File: config.mk
export PLATFORM = sky130hd
export DESIGN_NAME = sntc_ldpc_enc_sched
export DESIGN_NICKNAME = d
export VERILOG_FILES = /design/src/rtl/sntc_ldpc_enc_sched.sv
export SDC_FILE = /design/constraint.sdc
export NUM_CORES = 1
export LEC_CHECK = 0
export BUFFER_PORTS_ARGS = -buffer_cell sky130_fd_sc_hd__buf_2
export CORE_AREA = 5 5 213 215
export CTS_CLUSTER_DIAMETER = 100
export DETAILED_ROUTE_END_ITERATION = 12
export DIE_AREA = 0 0 218 220
export SLEW_MARGIN = 5
export SYNTH_ARGS = -nofsm -noshare
export SYNTH_HDL_FRONTEND = slang
export SYNTH_SLANG_ARGS = --single-unit
File: constraint.sdc
create_clock -name clk -period 14.6 [get_ports clk]
set_input_delay 2.19 -clock clk [delete_from_list [all_inputs] [get_ports clk]]
set_output_delay 2.19 -clock clk [all_outputs]
set_load 0.02 [all_outputs]
File: src/rtl/sntc_ldpc_enc_sched.sv
// ---------------------------------------------------------------------------
// sntc_ldpc_enc_sched
//
// Lets two independent message sources share one LDPC encoder. Each job runs
// through these steps:
//   1. Pick a requester by round-robin and latch its message.
//   2. Pulse enc_clr to the encoder for one cycle.
//   3. Wait a bounded number of cycles for enc_valid.
//   4. Hand the captured codeword back, tagged with the requester id, over a
//      valid/ready handshake.
//
// Optional feature (compile-time macro):
//   SNTC_ENC_SCHED_ERRCNT_EN - adds output err_cnt[15:0]. It is a saturating
//   count of results delivered with out_err=1. Only rstn clears it.
//
// Ports:
//   clk        single clock, rising edge
//   rstn       asynchronous reset, active HIGH (1 = reset)
//   flush      synchronous abort of the current job
//   req_valid  [1:0] per-requester message valid
//   req_ready  [1:0] per-requester accept (one-hot or zero, IDLE only)
//   req_msg0   [NN-MM-1:0] requester 0 message
//   req_msg1   [NN-MM-1:0] requester 1 message
//   enc_msg    [NN-MM-1:0] latched message driven to the encoder
//   enc_clr    one-cycle encoder clear
//   enc_cword  [NN-1:0] encoder codeword
//   enc_valid  encoder codeword-check valid
//   out_valid  result valid
//   out_ready  result accept
//   out_cword  [NN-1:0] captured codeword
//   out_id     requester owning the result
//   out_err    1 = job timed out without enc_valid
//   busy       scheduler not idle
//   err_cnt    [15:0] timed-out result count (macro builds only)
// ---------------------------------------------------------------------------
module sntc_ldpc_enc_sched #(
    parameter int unsigned NN      = 'h000d0,
    parameter int unsigned MM      = 'h000a8,
    parameter int unsigned ENC_LAT = 2,
    parameter int unsigned TIMEOUT = 15
) (
    input  logic             clk,
    input  logic             rstn,
    input  logic             flush,
    input  logic [1:0]       req_valid,
    output logic [1:0]       req_ready,
    input  logic [NN-MM-1:0] req_msg0,
    input  logic [NN-MM-1:0] req_msg1,
    output logic [NN-MM-1:0] enc_msg,
    output logic             enc_clr,
    input  logic [NN-1:0]    enc_cword,
    input  logic             enc_valid,
    output logic             out_valid,
    input  logic             out_ready,
    output logic [NN-1:0]    out_cword,
    output logic             out_id,
    output logic             out_err,
    output logic             busy
`ifdef SNTC_ENC_SCHED_ERRCNT_EN
    ,
    output logic [15:0]      err_cnt
`endif
);

    // The WAIT counter is 8 bits wide, so both bounds are compared at 8 bits.
    localparam logic [7:0] ENC_LAT_C = ENC_LAT[7:0];
    localparam logic [7:0] TIMEOUT_C = TIMEOUT[7:0];

    typedef enum logic [1:0] {
        IDLE,
        CLR,
        WAIT,
        OUT
    } state_t;

    state_t             state_q;
    state_t             state_d;

    logic [NN-MM-1:0]   msg_q;
    logic               id_q;
    logic               rr_q;     // requester that wins a tie
    logic [7:0]         cnt_q;
    logic [NN-1:0]      cw_q;
    logic               err_q;

    logic               grant;
    logic               grant_id;
    logic               capture;
    logic               capture_err;

    // -----------------------------------------------------------------------
    // State register
    // -----------------------------------------------------------------------
    always_ff @(posedge clk or posedge rstn) begin
        if (rstn) begin
            state_q <= IDLE;
        end else begin
            state_q <= state_d;
        end
    end

    // -----------------------------------------------------------------------
    // Next state and control strobes
    // -----------------------------------------------------------------------
    always_comb begin
        state_d     = state_q;
        req_ready   = '0;
        enc_clr     = 1'b0;
        grant       = 1'b0;
        grant_id    = 1'b0;
        capture     = 1'b0;
        capture_err = 1'b0;

        // The clear pulse belongs to the CLR cycle even when that cycle is
        // also being flushed. The encoder gets cleared either way.
        if (state_q == CLR) begin
            enc_clr = 1'b1;
        end

        if (flush) begin
            state_d = IDLE;
        end else begin
            case (state_q)
                IDLE: begin
                    if (|req_valid) begin
                        grant = 1'b1;
                        // Both requesting: the round-robin pointer decides.
                        // Only one requesting: that one wins.
                        grant_id  = (req_valid == 2'b11) ? rr_q : req_valid[1];
                        req_ready = grant_id ? 2'b10 : 2'b01;
                        state_d   = CLR;
                    end
                end
                CLR: begin
                    state_d = WAIT;
                end
                WAIT: begin
                    // enc_valid is ignored until the encoder's minimum
                    // latency has elapsed.
                    if ((cnt_q >= ENC_LAT_C) && enc_valid) begin
                        capture = 1'b1;
                        state_d = OUT;
                    end else if (cnt_q == TIMEOUT_C) begin
                        capture     = 1'b1;
                        capture_err = 1'b1;
                        state_d     = OUT;
                    end
                end
                OUT: begin
                    if (out_ready) begin
                        state_d = IDLE;
                    end
                end
                default: begin
                    state_d = IDLE;
                end
            endcase
        end
    end

    // -----------------------------------------------------------------------
    // Job data: message/id latch, round-robin pointer, wait counter, result
    // -----------------------------------------------------------------------
    always_ff @(posedge clk or posedge rstn) begin
        if (rstn) begin
            msg_q <= '0;
            id_q  <= 1'b0;
            rr_q  <= 1'b0;
            cnt_q <= '0;
            cw_q  <= '0;
            err_q <= 1'b0;
        end else begin
            if (grant) begin
                msg_q <= grant_id ? req_msg1 : req_msg0;
                id_q  <= grant_id;
                rr_q  <= ~grant_id;
            end

            if (flush || (state_q == CLR)) begin
                cnt_q <= '0;
            end else if ((state_q == WAIT) && (cnt_q != 8'hFF)) begin
                cnt_q <= cnt_q + 8'd1;
            end

            if (capture) begin
                cw_q  <= enc_cword;
                err_q <= capture_err;
            end
        end
    end

`ifdef SNTC_ENC_SCHED_ERRCNT_EN
    logic [15:0] err_cnt_q;

    always_ff @(posedge clk or posedge rstn) begin
        if (rstn) begin
            err_cnt_q <= '0;
        end else if ((state_q == OUT) && out_ready && err_q && (err_cnt_q != 16'hFFFF)) begin
            err_cnt_q <= err_cnt_q + 16'd1;
        end
    end

    assign err_cnt = err_cnt_q;
`endif

    // -----------------------------------------------------------------------
    // Outputs
    // -----------------------------------------------------------------------
    assign enc_msg   = msg_q;
    assign out_valid = (state_q == OUT);
    assign out_cword = cw_q;
    assign out_id    = id_q;
    assign out_err   = err_q;
    assign busy      = (state_q != IDLE);

endmodule

==> run_results.csv, run 1 <==
group,metric,value,unit
global_routing,antenna_found_initial,5,
global_routing,grt_pass1_vias,8289,
sta,finalHoldViolCount,0,
sta,fin_crit_sh,0.421,
sta,worst_pin_slew,0.982,ns
clock_network,cts.clk_slew.worst_paths,0.06,ns
synthesis,synth_seq_cells,261,
die,rows,77,
clock_network,numClockSinks,261,
critical_path,cp.required,12.41,ns
pwr,power.net_switching,0.000750,W
pwr,p_clk_frac,0.311,
synthesis,synth_area_per_cell,15.4,um^2
synthesis,synth_xor_xnor_area_share,0.00246,
pwr,power_frac_comb,0.278,
layout,finish.utilization,0.342,
sta,fmax,163,MHz
synthesis,yosysWarnings,0,
synthesis,synth_area_leaders,"dfrtp_1 61%, mux2_4 14%, mux2_2 11%, o22ai_1 1.8%, o21ai_0 1.6%",
critical_path,arrival,3.95,ns
sta,fin_ws,8.46,ns
clock_network,cts-root-buf,"clkbuf_16",
synthesis,synth_edf_count,0,
clock_network,cts_max_level,1,
sta,skew,0.0116,ns
drt,ant_nets,0,
synthesis,synth_top_family_by_area,"multiplexers",
pwr,switching_share,0.325,
clock_network,cts_buffer_depth,3,
pwr,leakage,8.55,nW
layout,nNetsFinal,1540,
sta,tns,0,ns
sta,slew-limit-headroom,0.345,
drt,wl_per_cell,17.3,um
sta,period_needed,6.14,ns
layout,drive_above_1_share,0.652,
pwr,ir_drop,0.0995,mV
sta,slew_viol_final,0,
critical_path,crit_type,"input port to output pin",
sta,rsz0062_at_grt,"no",
hold_path,min_path_type,"register to register",
clock_network,cts_buffers,29,
drt,via_count,7748,
synthesis,synth_top_area_share,0.612,
critical_path,cp_max_fo,73,
synthesis,postSynth.asyncResetShare,1.00,
global_routing,grt-ovfl-total,0,
layout,areaGrowthSynthToFinish,39.5,%
die,dieArea,0.0480,mm^2
drt,wl,32100,um
pwr,finalPower,0.00231,W
synthesis,syn_nets,993,
pwr,cell_internal_pwr,0.00156,W
drt,viasPerCell,4.18,
pwr,power.density,155,mW/mm^2
place,post-place-ws,8.44,ns
die,io-pin-count,550,
clock_network,postCtsSetupBuffers,0,
synthesis,yosys.area.top_type,"dfrtp_1",
die,dieWidth,218,um
critical_path,endpoint_kind,"output pin",
die,start_util,0.245,
sta,finalSetupViolCount,0,
place,portBuffers,549,
clock_network,cts-resized-gates,0,
drt,drc,0,
clock_network,cts_tree,"built",
synthesis,muxShareOfSynthArea,0.258,
global_routing,grt_max_degree,121,
place,hpwl,24500,um
status,outcome,"completed",
drt,drtIter0Drc,388,
synthesis,synth-compound-area-share,0.0548,
flow_run,maxCapViolCount,0,
die,design.core.area,0.0435,mm^2
synthesis,synthAdderAreaFrac,0.00821,
synthesis,synth_area,0.0107,mm^2
clock_network,hold_buffers,0,
drt,drtPass1Iterations,4,
place,gp_congestion,0.855,
synthesis,ys_seq_area_frac,0.612,
critical_path,cp-start-kind,"input port",
die,die-height,220,um
synthesis,synthFlopType,"dfrtp_1",
synthesis,syn_inst,691,
global_routing,grt_usage,0.123,
global_routing,grt_pass1_wl,47700,um
clock_network,clock_latency,0.55,ns
synthesis,synth_simple_gate_area_frac,0.0311,
pwr,power_frac_seq,0.411,
synthesis,synth_cell_types,40,
layout,fillCellCount,4371,
==> synthesized netlist by cell type, drive strengths merged, types with 3 or more instances <==
cell and number:
o22ai 30, xnor2 3, dfrtp 261, buf 24, a21o 3, nand2 35, mux2 208, and2 10
nand4 3, a221o 10, nor2 5, inv 10, mux2i 3, clkbuf 17, o21ai 35, ha 7
a21oi 4
==> final timing paths <==
| kind | depth (start not counted) | from | endpoint | slack, ns |
|---|---|---|---|---|
| max | 6 | flush | req_ready[0] | 8.46 |
| min | 2 | enc_msg[12] | enc_msg[12] | 0.47 |
| max reg2reg | 9 | cnt_q[0] | out_cword[180] | 9.77 |
| min reg2reg | 2 | enc_msg[12] | enc_msg[12] | 0.47 |
| max in group asynchronous | 3 | rstn | out_cword[128] | 11.33 |
| min in group asynchronous | 2 | rstn | out_cword[181] | 1.81 |
==> state kept, by name, summed over array words and instances (netlist names) <==
signal / flops
state_q: 2
rr_q: 1
out_cword: 208
out_err: 1
cnt_q: 8
out_id: 1
enc_msg: 40
==> layer usage <==
metal	vias to the layer above	GRT usage	part of all wire
li1	3556	-	-
met1	3735	0.145	0.39
met2	387	0.209	0.48
met3	62	0.0473	0.10
met4	8	0.0389	0.027
met5	-	0	0.0021
==> stage by stage <==
stage | cell area, um^2 | instances | hold slack, ns
floorplan | 10700 | 691 | 0.468
global placement | 13900 | 1799 | 0.456
detailed placement | 13900 | 1799 | 0.465
CTS | 14900 | 1852 | 0.479
global route | 14900 | 1853 | 0.502
finish | 14900 | 1853 | 0.473
==> final cells by class <==
type | instances | area (um^2) | area share
well taps | 592 | 741 | 0.0498
flip-flops and latches | 261 | 6530 | 0.439
clock buffers | 46 | 910 | 0.0611
diodes | 1 | 2.50 | 0.000168
inverters | 10 | 45.0 | 0.00303
multi-input cells | 379 | 3800 | 0.255
repair buffers | 557 | 2810 | 0.189
clock inverters | 7 | 43.8 | 0.00294
==> worst max-delay path, cell delays in order <==
cell     delay, ns
buf_2         0.13
nor2b_1       0.25
o21ai_4       0.08
buf_4         0.30
nor2b_1       0.69
buf_2         0.30
==> cells by family (layout without fill, tap and decap cells) <==
| logic type | Yosys count | in the layout |
|---|---|---|
| DFF | 261 | 261 |
| muxes | 211 | 211 |
| AOI/OAI and AO/OA | 91 | 91 |
| and+or+nand+nor | 67 | 67 |
| buffers and inverters | 51 | 620 |
| adders and majority gates | 7 | 7 |
| xor gates and xnor gates | 3 | 3 |
| other | 0 | 1 |
==> placed cells by master, fill, tap and decap left out, types with 5 or more instances in the layout <==
cell type / netlist / final
a221o_1: 10 / 10
and2_1: 10 / 10
buf_2: 8 / 549
buf_4: 1 / 8
clkbuf_1: 17 / 5
clkbuf_16: 0 / 29
clkbuf_8: 0 / 12
dfrtp_1: 261 / 261
ha_1: 7 / 7
inv_1: 10 / 9
mux2_2: 108 / 108
mux2_4: 100 / 100
nand2_1: 35 / 35
nor2_1: 5 / 5
o21ai_0: 34 / 33
o22ai_1: 30 / 30
==> power by group through the flow <==
stage	Combinational, W	Sequential (W)	Clock (W)
CTS	0.000653	0.000949	0.000743
detailed placement	0.000652	0.000957	0
finish	0.000642	0.000948	0.000716
floorplan	0.000217	0.00113	0
global route	0.000694	0.000966	0.000774
global placement	0.000648	0.000954	0
Note: power is estimated with default switching activity, not from simulation.
==> run 2: changes to the inputs <==
==> constraint.sdc (replaced) <==
create_clock -name clk -period 5.4 [get_ports clk]
set_input_delay 0.81 -clock clk [delete_from_list [all_inputs] [get_ports clk]]
set_output_delay 0.81 -clock clk [all_outputs]
set_load 0.02 [all_outputs]
==> run 2 against run 1 <==
Compared with the run above:
- combinational power grew to 2.7 times the previous value
- register-to-register slack worse by 7.2 ns
- largest power group unchanged
- final cell count stayed put
- total power grew to 2.7 times the previous value
- via count is 0.92% lower
- sequential share of layout area is 0.077 points lower
- non-clock buffer count stayed put
- first-iteration DRC count is 10% lower
- highest routed layer unchanged
- utilization is 0.060 points higher
- critical endpoint unchanged
==> run_results.csv, run 2 (synthesized netlist as in run 1, its figures left out) <==
group,metric,value,unit
flow_run,maxCapViolCount,0,
sta,finalHoldViolCount,0,
die,dieArea,0.0480,mm^2
sta,fin_ws,1.99,ns
global_routing,grt_usage,0.120,
layout,fillCellCount,4415,
die,design.core.area,0.0435,mm^2
sta,slew_viol_final,0,
pwr,ir_drop,0.244,mV
sta,finalSetupViolCount,0,
sta,skew,0.00757,ns
clock_network,cts-root-buf,"clkbuf_16",
drt,wl,31300,um
layout,areaGrowthSynthToFinish,39.7,%
critical_path,crit_type,"register to output pin",
die,io-pin-count,550,
critical_path,cp.required,4.59,ns
layout,seq_area,0.00653,mm^2
clock_network,clock_latency,0.54,ns
layout,final_area,0.0149,mm^2
pwr,finalPower,0.00621,W
die,rows,77,
sta,fin_crit_sh,0.632,
place,placed_area,0.0140,mm^2
sta,slew-limit-headroom,0.421,
die,start_util,0.245,
status,outcome,"completed",
pwr,power.density,417,mW/mm^2
drt,ant_nets,0,
layout,largest_reg_flops,208,
sta,period_needed,3.41,ns
clock_network,hold_buffers,0,
place,hpwl,23500,um
place,gp_congestion,0.822,
drt,drtIter0Drc,349,
clock_network,cts_tree,"built",
die,dieWidth,218,um
clock_network,cts_max_level,1,
critical_path,endpoint_kind,"output pin",
die,die-height,220,um
hold_path,min_path_type,"input port to async pin",
layout,multiInputGateArea,0.00380,mm^2
layout,mostFrequentLayoutCells,"549 x buf_2, 261 x dfrtp_1, 108 x mux2_2, 100 x mux2_4, 35 x nand2_1",
clock_network,cts-resized-gates,0,
clock_network,numClockSinks,261,
drt,wl_per_cell,16.9,um
critical_path,cp_max_fo,12,
sta,fmax,293,MHz
global_routing,grt_pass1_vias,8193,
place,portBuffers,549,
critical_path,cp-start-kind,"register",
global_routing,grt-ovfl-total,0,
pwr,leakage,8.56,nW
critical_path,arrival,2.60,ns
drt,drc,0,
global_routing,grt_max_degree,138,
layout,nNetsFinal,1539,
sta,rsz0062_at_grt,"no",
sta,tns,0,ns
clock_network,cts_buffers,28,
clock_network,cts_buffer_depth,3,
global_routing,grt_pass1_wl,46500,um
clock_network,postCtsSetupBuffers,0,
sta,worst_pin_slew,0.866,ns
drt,drtPass1Iterations,4,
layout,drive_above_1_share,0.651,
global_routing,antenna_found_initial,6,
drt,viasPerCell,4.14,
drt,via_count,7677,
place,post-place-ws,2.12,ns
layout,final_common_cell,"buf_2",
clock_network,cts.clk_slew.worst_paths,0.06,ns
-- run 2: cell count changes in the layout (fill, tap and decap cells not counted), sizes merged --
cell | before | now
clkbuf | 46 | 43
clkinv | 4 | 7
inv | 11 | 9
bufinv | 0 | 1
diode | 1 | 2
-- run 2: final timing paths --
check	startpoint	end	slack (ns)	depth (start not counted)
max in group asynchronous	rstn	cnt_q[7]	4.26	3
min in group clk	out_id	out_id	0.48	1
min reg2reg	out_id	out_id	0.48	1
max reg2reg	cnt_q[0]	out_cword[141]	2.55	7
max	state_q[0]	req_ready[0]	1.99	6
min	rstn	out_cword[31]	0.41	3
-- run 2: stage by stage --
step / utilization / instances / hold WS, ns
global placement: 0.321 / 1799 / 0.457
finish: 0.342 / 1853 / 0.412
CTS: 0.342 / 1851 / 0.456
floorplan: - / 691 / 0.468
detailed placement: 0.321 / 1799 / 0.463
global route: 0.342 / 1852 / 0.470
-- run 2: worst max-delay path: stages, from the launching register on --
cell     delay, ns
dfrtp_1       0.41
inv_1         0.13
ha_1          0.18
nor2b_1       0.27
o21ai_4       0.10
nor2b_1       0.68
buf_2         0.30
-- run 2: layout make-up --
type | instances | area share
Multi-Input combinational cell | 379 | 0.255
Inverter | 10 | 0.00277
Timing Repair Buffer | 557 | 0.192
Sequential cell | 261 | 0.438
Clock inverter | 9 | 0.00487
Clock buffer | 43 | 0.0576
Antenna cell | 2 | 0.000336
Tap cell | 592 | 0.0497
-- run 2: layer usage --
layer | global-route usage | wire [um] | vias to the layer above
met5 | 0 | 45 | -
met4 | 0.0377 | 651 | 6
met1 | 0.142 | 12100 | 3711
met3 | 0.0459 | 3420 | 42
met2 | 0.203 | 15200 | 365
li1 | - | - | 3553
-- run 2: report_power, final --
| group | internal, W | switching, W | total, W |
|---|---|---|---|
| Sequential | 0.00235 | 0.000210 | 0.00256 |
| Combinational | 0.000712 | 0.00103 | 0.00174 |
| Clock | 0.00114 | 0.000774 | 0.00191 |
| Total | 0.00420 | 0.00201 | 0.00621 |
